`config.mk`:
```
export PLATFORM = sky130hd
export DESIGN_NAME = keypad_key_fifo
export DESIGN_NICKNAME = d
export VERILOG_FILES = /design/src/rtl/keypad_pkg.sv /design/src/rtl/sync_fifo_fwft.sv /design/src/rtl/keypad_key_fifo.sv
export SDC_FILE = /design/constraint.sdc
export NUM_CORES = 1
export LEC_CHECK = 0
export ABC_CLOCK_PERIOD_IN_PS = 2540
export CORE_UTILIZATION = 38
export CTS_BUF_LIST = sky130_fd_sc_hd__clkbuf_2 sky130_fd_sc_hd__clkbuf_4 sky130_fd_sc_hd__clkbuf_8
export CTS_CLUSTER_SIZE = 40
export DETAILED_ROUTE_END_ITERATION = 8
export GPL_ROUTABILITY_DRIVEN = 0
export PLACE_DENSITY = 0.6
export SLEW_MARGIN = 20
export SYNTH_ARGS = -nofsm -noshare
export SYNTH_HDL_FRONTEND = slang
export SYNTH_SLANG_ARGS = --single-unit
export TNS_END_PERCENT = 30
```
`constraint.sdc`:
```
create_clock -name clk -period 2.54 [get_ports clk]
set_clock_uncertainty 0.05 [all_clocks]
set_input_delay 0.254 -clock clk [delete_from_list [all_inputs] [get_ports clk]]
set_output_delay 0.254 -clock clk [all_outputs]
set_load 0.01 [all_outputs]
```
`src/rtl/keypad_pkg.sv`:
```
// Shared keypad definitions: key-code constants, the 4x4 layout lookup and
// the one-cold legality check used when decoding scanner coordinates.
package keypad_pkg;

  localparam logic [3:0] KEY_STAR = 4'hE;
  localparam logic [3:0] KEY_HASH = 4'hF;

  // Exactly one bit low: the inverted nibble is a nonzero power of two.
  function automatic logic is_one_cold(input logic [3:0] n);
    logic [3:0] inv;
    inv = ~n;
    return (inv != 4'h0) && ((inv & (inv - 4'h1)) == 4'h0);
  endfunction

  // Index of the low bit, counted from the MSB (bit 3 low -> 0).
  function automatic logic [1:0] cold_idx(input logic [3:0] n);
    logic [1:0] idx;
    case (n)
      4'b0111: idx = 2'd0;
      4'b1011: idx = 2'd1;
      4'b1101: idx = 2'd2;
      default: idx = 2'd3;
    endcase
    return idx;
  endfunction

  // Rows: 1 2 3 A / 4 5 6 B / 7 8 9 C / * 0 # D
  function automatic logic [3:0] key_code(input logic [1:0] row, input logic [1:0] col);
    logic [3:0] code;
    case ({row, col})
      4'h0: code = 4'h1;
      4'h1: code = 4'h2;
      4'h2: code = 4'h3;
      4'h3: code = 4'hA;
      4'h4: code = 4'h4;
      4'h5: code = 4'h5;
      4'h6: code = 4'h6;
      4'h7: code = 4'hB;
      4'h8: code = 4'h7;
      4'h9: code = 4'h8;
      4'hA: code = 4'h9;
      4'hB: code = 4'hC;
      4'hC: code = KEY_STAR;
      4'hD: code = 4'h0;
      4'hE: code = KEY_HASH;
      default: code = 4'hD;
    endcase
    return code;
  endfunction

endpackage

```
`src/rtl/sync_fifo_fwft.sv`:
```
// First-word-fall-through FIFO; the head word is visible on rd_data whenever
// the FIFO is non-empty. Pops while empty are ignored.
module sync_fifo_fwft #(
  parameter int WIDTH = 4,
  parameter int DEPTH = 8,
  parameter int CNT_W = $clog2(DEPTH) + 1
) (
  input  logic             clk,
  input  logic             rst_n,
  input  logic             wr_en,
  input  logic [WIDTH-1:0] wr_data,
  input  logic             rd_en,
  output logic [WIDTH-1:0] rd_data,
  output logic             empty,
  output logic             full,
  output logic [CNT_W-1:0] count
);

  localparam int PTR_W = $clog2(DEPTH);

  logic [PTR_W-1:0] wr_ptr_q, wr_ptr_d, rd_ptr_q, rd_ptr_d;
  logic [CNT_W-1:0] count_q, count_d;
  logic [WIDTH-1:0] mem_q [DEPTH];
  logic [WIDTH-1:0] mem_d [DEPTH];
  logic             push, pop;

  assign empty   = (count_q == '0);
  assign full    = (count_q == CNT_W'(DEPTH));
  assign count   = count_q;
  assign rd_data = empty ? '0 : mem_q[rd_ptr_q];

  always_comb begin
    pop      = rd_en & ~empty;
    push     = wr_en & (~full | pop);
    wr_ptr_d = wr_ptr_q;
    rd_ptr_d = rd_ptr_q;
    count_d  = count_q;
    mem_d    = mem_q;
    if (push) begin
      mem_d[wr_ptr_q] = wr_data;
      wr_ptr_d        = wr_ptr_q + PTR_W'(1);
    end
    if (pop) rd_ptr_d = rd_ptr_q + PTR_W'(1);
    case ({push, pop})
      2'b10:   count_d = count_q + CNT_W'(1);
      2'b01:   count_d = count_q - CNT_W'(1);
      default: count_d = count_q;
    endcase
  end

  always_ff @(posedge clk or negedge rst_n) begin
    if (!rst_n) begin
      wr_ptr_q <= '0;
      rd_ptr_q <= '0;
      count_q  <= '0;
    end else begin
      wr_ptr_q <= wr_ptr_d;
      rd_ptr_q <= rd_ptr_d;
      count_q  <= count_d;
    end
  end

  // Storage needs no reset: rd_data is masked while empty.
  always_ff @(posedge clk) begin
    mem_q <= mem_d;
  end

endmodule

```
`src/rtl/keypad_key_fifo.sv`:
```
// Keypad press decoder feeding a FWFT key FIFO with sticky overflow.
// Define KEYPAD_NUM_ACCUM_EN to add the decimal number-entry accumulator.
module keypad_key_fifo
  import keypad_pkg::*;
#(
  parameter int DEPTH = 8,
  parameter int CNT_W = $clog2(DEPTH) + 1
) (
`ifdef KEYPAD_NUM_ACCUM_EN
  output logic [31:0]      num_data,
  output logic             num_valid,
  input  logic             num_ack,
`endif
  input  logic             clk,
  input  logic             rst_n,
  input  logic [7:0]       key_coord,
  input  logic             rd_en,
  output logic [3:0]       rd_data,
  output logic             empty,
  output logic             full,
  output logic [CNT_W-1:0] count,
  output logic             overflow,
  input  logic             clr_ovf,
  output logic             invalid_key
);

  logic       dec_vld_q, dec_vld_d;
  logic [3:0] dec_code_q, dec_code_d;
  logic       inv_q, inv_d;
  logic       ovf_q, ovf_d;
  logic       legal, press, wr_en, drop;

  always_comb begin
    press      = |key_coord;
    legal      = is_one_cold(key_coord[7:4]) & is_one_cold(key_coord[3:0]);
    dec_vld_d  = press & legal;
    inv_d      = press & ~legal;
    dec_code_d = key_code(cold_idx(key_coord[3:0]), cold_idx(key_coord[7:4]));
    // A full FIFO still accepts the push when the same cycle pops.
    wr_en      = dec_vld_q & (~full | rd_en);
    drop       = dec_vld_q & full & ~rd_en;
    ovf_d      = ovf_q;
    if (clr_ovf) ovf_d = 1'b0;
    if (drop)    ovf_d = 1'b1;
  end

  always_ff @(posedge clk or negedge rst_n) begin
    if (!rst_n) begin
      dec_vld_q  <= 1'b0;
      dec_code_q <= '0;
      inv_q      <= 1'b0;
      ovf_q      <= 1'b0;
    end else begin
      dec_vld_q  <= dec_vld_d;
      dec_code_q <= dec_code_d;
      inv_q      <= inv_d;
      ovf_q      <= ovf_d;
    end
  end

  assign overflow    = ovf_q;
  assign invalid_key = inv_q;

  sync_fifo_fwft #(.WIDTH(4), .DEPTH(DEPTH), .CNT_W(CNT_W)) u_fifo (
    .clk     (clk),
    .rst_n   (rst_n),
    .wr_en   (wr_en),
    .wr_data (dec_code_q),
    .rd_en   (rd_en),
    .rd_data (rd_data),
    .empty   (empty),
    .full    (full),
    .count   (count)
  );

`ifdef KEYPAD_NUM_ACCUM_EN
  logic [31:0] acc_q, acc_d, num_data_q, num_data_d;
  logic        num_valid_q, num_valid_d;

  // Runs off the decode stage, so keys dropped by a full FIFO still count.
  always_comb begin
    acc_d       = acc_q;
    num_data_d  = num_data_q;
    num_valid_d = num_valid_q;
    if (num_ack) num_valid_d = 1'b0;
    if (dec_vld_q) begin
      if (dec_code_q == KEY_STAR) begin
        acc_d = '0;
      end else if (dec_code_q == KEY_HASH) begin
        num_data_d  = acc_q;
        num_valid_d = 1'b1;
        acc_d       = '0;
      end else if (dec_code_q <= 4'h9) begin
        acc_d = (acc_q << 3) + (acc_q << 1) + {28'h0, dec_code_q};
      end
    end
  end

  always_ff @(posedge clk or negedge rst_n) begin
    if (!rst_n) begin
      acc_q       <= '0;
      num_data_q  <= '0;
      num_valid_q <= 1'b0;
    end else begin
      acc_q       <= acc_d;
      num_data_q  <= num_data_d;
      num_valid_q <= num_valid_d;
    end
  end

  assign num_data  = num_data_q;
  assign num_valid = num_valid_q;
`endif

endmodule

```
==> results.py <==
metrics = {
    "cells_and_area": {
        "fin_nets": 214,
        "diodes": 0,
        "area_growth_syn_to_layout_pct": 19.72,
        "seq_area_mm2": 0.001386,
        "multi_input_area_um2": 878.3,
        "nFillCells": 531,
        "stdcell_area_mm2": 0.002780,
        "drive_gt1_share_pct": 18.04,
    },
    "detailed_routing": {
        "drt_first_pass_iters": 4,
        "vias_per_cell": 4.989,
        "routed_wl_mm": 4.059,
        "dr_wl_met2_mm": 2.114,
        "drt_iter0_drc": 80,
        "routedWlPerCell_um": 15.09,
        "dr_total_vias": 1342,
        "wl_met3_um": 96,
        "drc_errors": 0,
        "ant_nets": 0,
        "met1_length_mm": 1.816,
        "highest_layer": "met4",
    },
    "synth": {
        "synth_xor_area_share_pct": 4.903,
        "ys_warn_count": 0,
        "synth_compound_area_share_pct": 2.748,
        "syn_avg_cell_area_um2": 14.61,
        "synth_top_family_by_area": "multiplexers",
        "syn-num-nets": 180,
        "netlist_area_mm2": 0.002322,
        "synth-seq-cells": 49,
        "ys_types": 36,
        "muxShareOfSynthArea_pct": 13.25,
        "seq_area_frac_synth_pct": 59.70,
        "synth_adder_area_share_pct": 4.849,
        "syn_inst": 159,
        "yosys.area_share.simple_pct": 11.91,
    },
    "critical_path": {
        "worstRegToRegCells": 10,
        "crit_path_start_kind": "register",
        "end_kind": "register",
        "required_ps": 2660,
        "ff2ff_setup_slack_ps": 150,
        "regToRegEndpoint": "u_fifo.count[2]",
        "r2r-start": "u_fifo.count[2]",
        "worstPathMaxFanout": 8,
        "crit_type": "register to register",
        "crit_start": "u_fifo.count[2]",
        "cp-endpoint": "u_fifo.count[2]",
        "arrival_ps": 2510,
    },
    "die": {
        "ios": 24,
        "dieArea_mm2": 0.006428,
        "num_rows": 28,
        "start_util_pct": 39.22,
        "chipWidth_um": 80.18,
        "core-area_mm2": 0.005921,
        "fp.dieH_um": 80.18,
    },
    "cts": {
        "cts_root_buf": "clkbuf_8",
        "cts_buffers": 5,
        "cts_tree": "yes",
        "hold_buffers": 0,
        "cts_resized": 0,
        "cts_setup_buffers": 0,
        "clock_path_buffers": 2,
        "clock-sinks": 49,
        "path_clk_slew_ps": 80,
        "htree_levels": 2,
        "clock_latency_ps": 280,
    },
    "timing": {
        "final.min_clock_period_ps": 2385,
        "fin_crit_sh_pct": 93.90,
        "setup_tns_ps": 0,
        "setup_slack_ps": 154.9,
        "worstMarginPinSlew_ps": 774.9,
        "setup_viol": 0,
        "holdWs_ps": 363.8,
        "max-slew-margin-rel_pct": 48.18,
        "drv_slew": 0,
        "finalHoldViolations": 0,
        "rsz0062_at_grt": "false",
        "fmax_ghz": 0.4193,
    },
    "grt": {
        "grt_max_degree": 18,
        "grt_pass1_vias": 1315,
        "grt_use_total_pct": 13.84,
        "grt_antenna_before_repair": 0,
        "grt_overflow": 0,
        "grt_pass1_wl_mm": 6.513,
    },
    "hold_path": {
        "hold_path_class": "input port to async pin",
    },
    "power_and_ir_drop": {
        "power_frac_comb_pct": 39.7,
        "peakVddDrop_mv": 0.5277,
        "p_per_area_mw_per_mm2": 897.6,
        "p_leak_nw": 1.018,
        "p_sw_mw": 0.7869,
        "p_sw_share_pct": 31.53,
        "power_frac_clock_pct": 16.7,
        "p_seq_share_pct": 43.6,
        "intPower_mw": 1.709,
    },
    "placement": {
        "buffer_ports.inserted": 23,
        "pre_cts_slack_ps": 146.9,
        "hpwlAfterDp_mm": 3.090,
        "placed_area_mm2": 0.002695,
    },
    "run_status": {
        "status": "completed",
    },
    "run": {
        "drv_cap": 0,
    },
}
==> per-layer routing <==
metal	vias up	GRT usage, %
met5	-	0
met4	0	5.893
met3	2	2.045
met2	27	23.76
met1	659	17.31
li1	654	-
==> registers in the layout (all words and copies together) (netlist names) <==
register / count
dec_code_q: 4
u_fifo.wr_ptr_q: 3
u_fifo.rd_ptr_q: 3
u_fifo.count: 4
invalid_key: 1
dec_vld_q: 1
overflow: 1
u_fifo.mem_q: 32
==> final cells by class <==
cell class	count	share of cell area, %
inverter	8	1.260
clock inverter	3	0.4500
timing repair buffer	33	10.98
multi-input combinational	96	31.59
clock buffer	5	2.475
tap	75	3.375
sequential	49	49.86
==> power groups by stage <==
stage,Combinational (mW),Clock (mW),Sequential [mW]
detailed placement,0.994,0,1.11
CTS,0.999,0.434,1.09
finish,0.992,0.416,1.09
global placement,0.962,0,1.10
global route,1.08,0.471,1.10
floorplan,0.566,0,1.11
==> worst min-delay path by stage <==
| stage | from | endpoint | slack (ps) | cells past startpoint |
|---|---|---|---|---|
| floorplan | rst_n | dec_code_q[0] | -90 | 0 |
| global placement | overflow | overflow | 490 | 2 |
| detailed placement | overflow | overflow | 490 | 2 |
| CTS | rst_n | u_fifo.rd_ptr_q[0] | 380 | 1 |
| global route | rst_n | u_fifo.rd_ptr_q[2] | 420 | 1 |
| finish | rst_n | u_fifo.rd_ptr_q[0] | 360 | 1 |
==> synth_stat cells (all sizes together) <==
master | number | area share, %
nor4 | 3 | 1.5
a21oi | 2 | 0.43
mux4 | 9 | 8.7
and3 | 4 | 1.1
nor4bb | 2 | 0.86
a211oi | 1 | 0.32
nand2 | 9 | 1.7
mux2i | 6 | 2.6
nand3b | 1 | 0.32
nand4b | 2 | 0.75
o21ai | 1 | 0.22
nand2b | 2 | 0.54
o2bb2ai | 1 | 0.38
ha | 9 | 4.8
o22a | 1 | 0.38
or4b | 1 | 0.59
buf | 3 | 0.65
inv | 8 | 1.5
clkbuf | 3 | 0.48
nor3b | 1 | 0.32
o32ai | 1 | 0.38
dfrtp | 17 | 18
edfxtp | 32 | 41
nand3 | 1 | 0.22
nor2b | 3 | 0.81
xor2 | 8 | 3.0
nor2 | 11 | 1.8
xnor2 | 5 | 1.9
mux2 | 4 | 1.9
o21a | 1 | 0.65
nor3 | 7 | 1.5
==> layout by cell type, fill, tap and decap left out, types with 2 or more instances in the layout <==
master	instances
and3_1	4
buf_4	10
clkbuf_8	5
clkdlybuf4s50_1	23
clkinv_1	2
dfrtp_1	17
edfxtp_1	32
ha_1	9
inv_1	6
mux2_1	2
mux2_2	2
mux2i_1	6
mux4_2	9
nand2_1	7
nand2_2	2
nand2b_1	2
nand4b_1	2
nor2_1	11
nor2b_1	3
nor3_1	7
nor4_1	2
nor4bb_1	2
xnor2_1	5
xor2_1	8
==> cell families (layout without fill, tap and decap cells) <==
| kind of cell | after synthesis | after routing |
|---|---|---|
| XOR/XNOR | 13 | 13 |
| AND/OR/NAND/NOR | 47 | 47 |
| buffers and inverters | 14 | 49 |
| multiplexers | 19 | 19 |
| AO/OA/AOI/OAI | 8 | 8 |
| adder cells (fa/ha/maj) | 9 | 9 |
| flip-flops | 49 | 49 |
==> stage by stage <==
stage / total power [mW] / util (%) / cells
detailed placement: 2.101 / 45.52 / 261
CTS: 2.523 / 46.89 / 269
finish: 2.496 / 46.96 / 269
global route: 2.658 / 46.96 / 269
floorplan: 1.671 / - / 159
global placement: 2.061 / 45.52 / 261
==> worst max-delay path, stage by stage, from the launching register on <==
cell     delay [ps]
dfrtp_1         390
or4b_4          560
o21a_4          250
inv_6            80
ha_1            170
xor2_1           80
ha_1            190
a21oi_2         120
xor2_1          180
nor2_1           70
xor2_1          140
Power figures use the tool's default switching activity.
